===== src/rtl/rvc_mem_dump_sc.sv =====
// End-of-test D_MEM reader: walks D_MEM word by word and streams (addr, data) out.
// Optional running checksum output enabled by defining RVC_DUMP_CSUM_EN.
module rvc_mem_dump_sc #(
    parameter logic [31:0] D_MEM_OFFSET  = 32'h1000,
    parameter int          MSB_D_MEM     = 11,
    parameter logic [31:0] EBREAK_OPCODE = 32'h00100073
) (
    input  logic        Clock,
    input  logic        Rst,
    input  logic [31:0] Instruction,
    input  logic        Start,
    output logic        MemRdEn,
    output logic [31:0] MemRdAddr,
    input  logic [31:0] MemRdData,
    output logic        DumpValid,
    input  logic        DumpReady,
    output logic [31:0] DumpAddr,
    output logic [31:0] DumpData,
    output logic        Busy,
    output logic        Done
`ifdef RVC_DUMP_CSUM_EN
   ,output logic [31:0] DumpCsum
`endif
);

    localparam int CW    = MSB_D_MEM - 1;
    localparam int WORDS = 2 ** CW;

    typedef enum logic [1:0] {
        IDLE,
        READ,
        WAIT,
        SEND
    } state_t;

    state_t        state;
    logic [CW-1:0] count;
    logic          ebreak_prev;
    logic          ebreak_hit;
    logic          trigger;
    logic          last;
    logic [31:0]   next_addr;

    // A held EBREAK only fires on its first cycle
    assign ebreak_hit = (Instruction == EBREAK_OPCODE);
    assign trigger    = Start | (ebreak_hit & ~ebreak_prev);
    assign last       = (count == CW'(WORDS - 1));
    assign next_addr  = D_MEM_OFFSET + ((32'(count) + 32'd1) << 2);

    always_ff @(posedge Clock or negedge Rst) begin
        if (!Rst) begin
            state       <= IDLE;
            count       <= '0;
            ebreak_prev <= 1'b0;
            MemRdEn     <= 1'b0;
            MemRdAddr   <= '0;
            DumpValid   <= 1'b0;
            DumpAddr    <= '0;
            DumpData    <= '0;
            Busy        <= 1'b0;
            Done        <= 1'b0;
`ifdef RVC_DUMP_CSUM_EN
            DumpCsum    <= '0;
`endif
        end else begin
            ebreak_prev <= ebreak_hit;
            case (state)
                IDLE: begin
                    if (trigger) begin
                        state     <= READ;
                        count     <= '0;
                        Done      <= 1'b0;
                        Busy      <= 1'b1;
                        MemRdEn   <= 1'b1;
                        MemRdAddr <= D_MEM_OFFSET;
`ifdef RVC_DUMP_CSUM_EN
                        DumpCsum  <= '0;
`endif
                    end
                end
                READ: begin
                    MemRdEn <= 1'b0;
                    state   <= WAIT;
                end
                WAIT: begin
                    DumpData  <= MemRdData;
                    DumpAddr  <= MemRdAddr;
                    DumpValid <= 1'b1;
                    state     <= SEND;
                end
                SEND: begin
                    if (DumpReady) begin
                        DumpValid <= 1'b0;
`ifdef RVC_DUMP_CSUM_EN
                        DumpCsum  <= DumpCsum + DumpData;
`endif
                        if (last) begin
                            state <= IDLE;
                            Busy  <= 1'b0;
                            Done  <= 1'b1;
                        end else begin
                            count     <= count + 1'b1;
                            MemRdEn   <= 1'b1;
                            MemRdAddr <= next_addr;
                            state     <= READ;
                        end
                    end
                end
                default: state <= IDLE;
            endcase
        end
    end

endmodule

===== config.mk =====
export PLATFORM = sky130hd
export DESIGN_NAME = rvc_mem_dump_sc
export DESIGN_NICKNAME = d
export VERILOG_FILES = /design/src/rtl/rvc_mem_dump_sc.sv
export SDC_FILE = /design/constraint.sdc
export NUM_CORES = 1
export LEC_CHECK = 0
export CORE_UTILIZATION = 45
export CTS_BUF_LIST = sky130_fd_sc_hd__clkbuf_16
export DETAILED_ROUTE_END_ITERATION = 7
export DONT_BUFFER_PORTS = 1
export PLACE_DENSITY_LB_ADDON = 0.08
export SYNTH_ARGS = -nofsm -noshare
export SYNTH_HDL_FRONTEND = slang
export SYNTH_SLANG_ARGS = --single-unit

===== constraint.sdc =====
create_clock -name Clock -period 2.1 [get_ports Clock]
set_input_delay 0.42 -clock Clock [delete_from_list [all_inputs] [get_ports Clock]]
set_output_delay 0.42 -clock Clock [all_outputs]
set_load 0.05 [all_outputs]

==> metrics.txt, run 1 <==
critical path depth 7; Hold Fails Final Rpt 0; WP data arrival 2.23 ns; clk buf depth 2; CP startpoint state[1]; register area share after synthesis 50.0%; Vert. Die Dim 85.7 um; cell family with most CP delay flip-flops; core area 6790 um^2; Leak Pwr 1.61 nW; R2R cell count 7; Placed Area 3210 um^2; final wirelength 5.82 mm; Tcrit/Tclk final 96.5%; worst r2r src state[1]; Syn Inst Count 254; Routed Antenna Nets 0; Mean Syn Cell Area 12.4 um^2; Top Ports 168; Slew @ Worst Pin 0.531 ns; CTS Sinks 63; synth unique cells 50; number of synthesized flops with an enable pin 0; Final setup violation count 0; Layout Cells excl Fill 377; DRC violations left 0; Die X 85.7 um; post-DP HPWL 4.13 mm; CP max FO 5; top_reg_cell synth dfrtp_1; post-synthesis cell area 3150 um^2; Finished Cell Area 3570 um^2; worst hold slack 0.244 ns; worst-case vdd ir drop 767 uV; CTS tree built; clk_skew 0.00691 ns; DR WL/cell 15.4 um; outcome complete, no violations; via count 1904; Root Buffer Master clkbuf_16; final core occ 52.5%; Worst R2R Setup Slack 0.07 ns; Slew Viols, Final 0; GRT overflow 0; largest net degree at the start of global routing 64; Starting Density 46.4%; fin nets 350; critical path data required time 2.31 ns; Hold Crit Class input pin to flip-flop; dpl ws 0.114 ns; row count 30; Placed Cells 356; Vias/cell 5.05; Ys Warns 0; CP Class flip-flop to flip-flop; first-pass GRT wire length 9.02 mm; Worst Setup Slack, final 0.0739 ns; Max Freq 494 MHz; setup TNS 0 ns; Startpoint Class flip-flop; max_cap viols 0; worst path cell trace ha_1, mux2i_1, or2_2, o31ai_4, buf_4, o21ai_2, mux2_4; vias in the first global route 1768; total power 6.50 mW; H-tree level count 3; ys async rst share 100%; Final Wtd Congestion 0.774; register bit total from synthesis 63; area growth from synthesis to layout 13.3%; crit path time final 2.03 ns; DR iter-0 viols 103; slew margin rel. 64.6%; initial antenna violation count 0; CP max stage delay 0.42 ns; Buffers on Ports 0; Inserted Clock Buffers 9; most frequent cells in the layout dfrtp_1, mux2_2, conb_1; layout cells sized above 1 35.9%; R2R Path End count[0]; # diodes 0; Die Area 7340 um^2; # fillers 588; GRT Overall Usage 16.2%; Buf/Inv on CP 1; worst skew pair latency 0.32 ns; Clock transition at path regs 0.06 ns; Power per Cell Area 1820 nW/um^2; 1st-pass router iterations 6; Critical path destination count[0]; slowest CP cell dfrtp_1; Worst Setup End Kind flip-flop; commonest non-fill, non-tap cell in the layout dfrtp_1
## area by class of cell
cell class | count | area, um^2 | share of cell area, %
Sequential cell | 63 | 1580 | 44.2
Multi-Input combinational cell | 173 | 1350 | 37.8
Clock buffer | 9 | 225 | 6.31
Timing Repair Buffer | 21 | 196 | 5.50
Tap cell | 96 | 120 | 3.37
Clock inverter | 7 | 71.3 | 2.00
Inverter | 8 | 30.0 | 0.842
## cell usage after synthesis (all sizes together), types with 2 or more instances
library cell  instances  area share [%]
nand2                 8             1.0
a211oi                2            0.48
nand4                 5             1.4
a41oi                 2            0.56
inv                   8            0.95
and2                  3            0.64
nand2b                2            0.40
clkbuf                4            0.48
o31ai                 2             1.4
nor2                  5            0.60
ha                    6             2.4
and3                  2            0.40
and4                  3            0.83
o22ai                 2            0.40
o2bb2ai               2            0.56
nor4b                 2            0.95
buf                  45              10
dfrtp                63              50
o21ai                 8             1.4
mux2i                 2            0.64
a31oi                 2            0.40
a21oi                 8             1.4
or2                   2            0.40
mux2                 45              16
nand3                 2            0.32
nor4                  5             1.8
## worst min-delay path by stage
stage | from | to | slack, ns | depth (start not counted)
4_1_cts | MemRdData[25] | DumpData[25] | 0.23 | 1
5_1_grt | MemRdData[12] | DumpData[12] | 0.23 | 1
6_report | MemRdData[19] | DumpData[19] | 0.24 | 1
2_1_floorplan | Rst | Busy | 0.12 | 0
3_5_place_dp | Rst | ebreak_prev | 0.13 | 0
3_3_place_gp | Rst | Busy | 0.13 | 0
## what timing repair did
item | CTS | global route
hold endpoints to repair | 63 | 0
buffers inserted | 0 | 3
gates resized for setup | 0 | 3
hold buffers | 2 | 0
endpoints found under the setup margin | 0 | 1
## kinds of logic after synthesis
kind of cell,synth area share (%)
and+or+nand+nor,10.1
other,0.119
buffers and inverters,11.9
adders and majority gates,2.38
AOI/OAI and AO/OA,8.66
DFF,50.0
muxes,16.8
## state kept, by name, indices dropped and copies added, names as in the netlist
register     count
Busy             1
Done             1
DumpAddr        12
DumpData        32
DumpValid        1
MemRdAddr        3
MemRdEn          1
count            9
ebreak_prev      1
state            2
## worst register-to-register path, cell delays in order (launching register included)
cell and delay [ns]:
dfrtp_1 0.42, ha_1 0.23, mux2i_1 0.14, or2_2 0.30, o31ai_4 0.31, buf_4 0.18, o21ai_2 0.08, mux2_4 0.26
## routing by layer
layer	vias up	global-route usage, %	part of all wire [%]
met2	120	25.5	49
met4	0	8.64	1.5
met3	8	5.39	8.7
met5	-	0	0
li1	879	-	-
met1	897	19.9	41
## power breakdown
group | internal (mW) | total, mW | switching (mW)
sequential | 1.62 | 3.25 | 1.63
combinational | 0.839 | 1.80 | 0.960
clock | 0.917 | 1.45 | 0.538
total | 3.38 | 6.50 | 3.12
Note: power is estimated with default switching activity, not from simulation.
==> run 2: changes to the inputs <==
--- a/config.mk
+++ b/config.mk
@@ -5,6 +5,7 @@
 export SDC_FILE = /design/constraint.sdc
 export NUM_CORES = 1
 export LEC_CHECK = 0
+export CORE_ASPECT_RATIO = 0.6
 export CORE_UTILIZATION = 45
 export CTS_BUF_LIST = sky130_fd_sc_hd__clkbuf_16
 export DETAILED_ROUTE_END_ITERATION = 7
==> metrics.txt, run 2 (synthesized netlist as in run 1, its figures left out) <==
Tcrit/Tclk final 94.1% (-2.4 points); initial antenna violation count 0 (unchanged); outcome complete, no violations; combinational group share of total power 28.5% (+0.8 points); CTS Sinks 63 (unchanged); max_cap viols 0 (unchanged); Critical path destination Busy; Sw Share 48.9% (+0.85 points); Max Freq 506 MHz (+2.6%); commonest non-fill, non-tap cell in the layout dfrtp_1; worst hold slack 0.237 ns (-0.00686 ns); critical path data required time 2.31 ns (about the same); worst r2r src state[1]; CP Class flip-flop to flip-flop; Worst R2R Setup Slack 0.12 ns (+0.05 ns); H-tree level count 3 (unchanged); # fillers 609 (+3.6%); slew margin rel. 65.0% (+0.36 points); WP data arrival 2.18 ns (-0.05 ns); Root Buffer Master clkbuf_16; final wirelength 6.03 mm (+3.6%); layout cells sized above 1 34.8% (-1.2 points); DR WL/cell 16.5 um (+6.8%); Reg power frac 50.9% (+0.9 points); Clock transition at path regs 0.05 ns (about the same); Die Area 7350 um^2 (+0.16%); # diodes 0 (unchanged); Routed Antenna Nets 0 (unchanged); Worst Setup End Kind flip-flop; clock power share 20.6% (-1.8 points); Leak Pwr 1.59 nW (-1.3%); top flop regs DumpData x32, DumpAddr x12, count x9; Vias/cell 5.11 (+1.1%); Placed Cells 346 (-2.8%); core area 6730 um^2 (-0.88%); Starting Density 46.8% (+0.41 points); Die X 110 um (+28%); Psw 3.10 mW (-0.64%); Hold Fails Final Rpt 0 (unchanged); Buffers on Ports 0 (unchanged); total power 6.35 mW (-2.4%); area growth from synthesis to layout 11.7%; Hold Crit Start MemRdData[19]; Power per Cell Area 1800 nW/um^2 (-1.0%); max reg flops 32 (unchanged); Hold Crit Class input pin to flip-flop; Final Wtd Congestion 0.877 (+13%); fin nets 348 (-0.57%); Vert. Die Dim 66.8 um (-22%); CTS tree built; DRC violations left 0 (unchanged); via count 1869 (-1.8%); Slew Viols, Final 0 (unchanged); R2R Path End Busy; CP max FO 5 (unchanged); Largest Register DumpData; first-pass GRT wire length 8.66 mm (-4.0%); GRT overflow 0 (unchanged); worst-case vdd ir drop 1020 uV (+34%); largest net degree at the start of global routing 64 (unchanged); Slew @ Worst Pin 0.526 ns (-0.00534 ns); Startpoint Class flip-flop; most frequent cells in the layout dfrtp_1, mux2_2, conb_1; CP startpoint state[1]; Top Ports 168 (unchanged); RSZ-0062 raised after global routing yes; row count 23 (-23%); Final setup violation count 0 (unchanged); post-DP HPWL 4.25 mm (+3.0%); GRT Overall Usage 16.8% (+0.54 points); crit path time final 1.98 ns (-0.0506 ns); clk buf depth 2 (unchanged); Pint 3.25 mW (-4.0%); clk_skew 0.00379 ns (-0.00312 ns); Inserted Clock Buffers 9 (unchanged); Reg area 1580 um^2 (unchanged); 1st-pass router iterations 4 (-2); DR iter-0 viols 75 (-27%); vias in the first global route 1658 (-6.2%); Layout Cells excl Fill 366 (-2.9%); worst skew pair latency 0.33 ns (about the same); R2R cell count 7 (unchanged); Multi-input gate area 1360 um^2 (+0.65%)
==> run 2: cell types whose count changed in the layout (fill, tap and decap cells not counted), sizes merged <==
cell	previous run	this run
bufinv	1	0
clkinv	2	4
inv	9	8
clkbuf	10	9
buf	19	18
==> run 2: critical path, stage by stage, from the launching register on <==
cell	delay [ns]
dfrtp_1	0.42
ha_1	0.23
mux2i_1	0.15
or2_2	0.31
o31ai_4	0.33
buf_4	0.19
and2_2	0.14
o22ai_1	0.08
==> run 2: how the worst min path moves through the flow <==
stage	endpoint	cells past startpoint
global placement	DumpData[29]	0
floorplan	Busy	0
detailed placement	MemRdEn	0
finish	DumpData[19]	1
global route	DumpData[7]	1
CTS	DumpData[12]	1
==> run 2: area by class of cell <==
type	instances	share of cell area, %
Clock buffer	9	6.40
Clock inverter	7	1.14
Timing Repair Buffer	19	5.15
Multi-Input combinational cell	173	38.6
Sequential cell	63	44.8
Tap cell	87	3.09
Inverter	8	0.853
==> run 2: power by group through the flow <==
stage / logic, mW / clock network (mW) / registers (mW)
floorplan: 1.35 / 0 / 3.32
global placement: 1.71 / 0 / 3.26
detailed placement: 1.73 / 0 / 3.27
CTS: 1.77 / 1.35 / 3.24
global route: 1.96 / 1.39 / 3.31
finish: 1.81 / 1.31 / 3.23
==> run 2: through the flow <==
step | instance area [um^2] | util [%] | setup WS (ns) | TNS, ns
after CTS | 3490 | 51.9 | 0.0314 | 0
after global routing | 3520 | 52.3 | -0.00984 | -0.00984
after detailed placement | 3190 | 47.4 | 0.0308 | 0
after floorplan | 3300 | - | 0.0475 | 0
after global placement | 3190 | 47.4 | 0.120 | 0
final | 3520 | 52.3 | 0.125 | 0
==> run 2: what timing repair did <==
item | 4_1_cts | 5_1_grt
hold buffers | 2 | 0
gates resized for setup | 0 | 4
hold endpoints to repair | 63 | 0
endpoints found under the setup margin | 0 | 7
setup buffers | 0 | 2
==> run 2: routing by layer <==
metal	global-route usage, %	vias to the layer above	routed length, um	part of all wire [%]
li1	-	868	-	-
met3	9.20	10	606	10
met2	21.8	88	2510	42
met5	0	-	0	0
met1	22.4	903	2830	47
met4	7.17	0	82	1.4
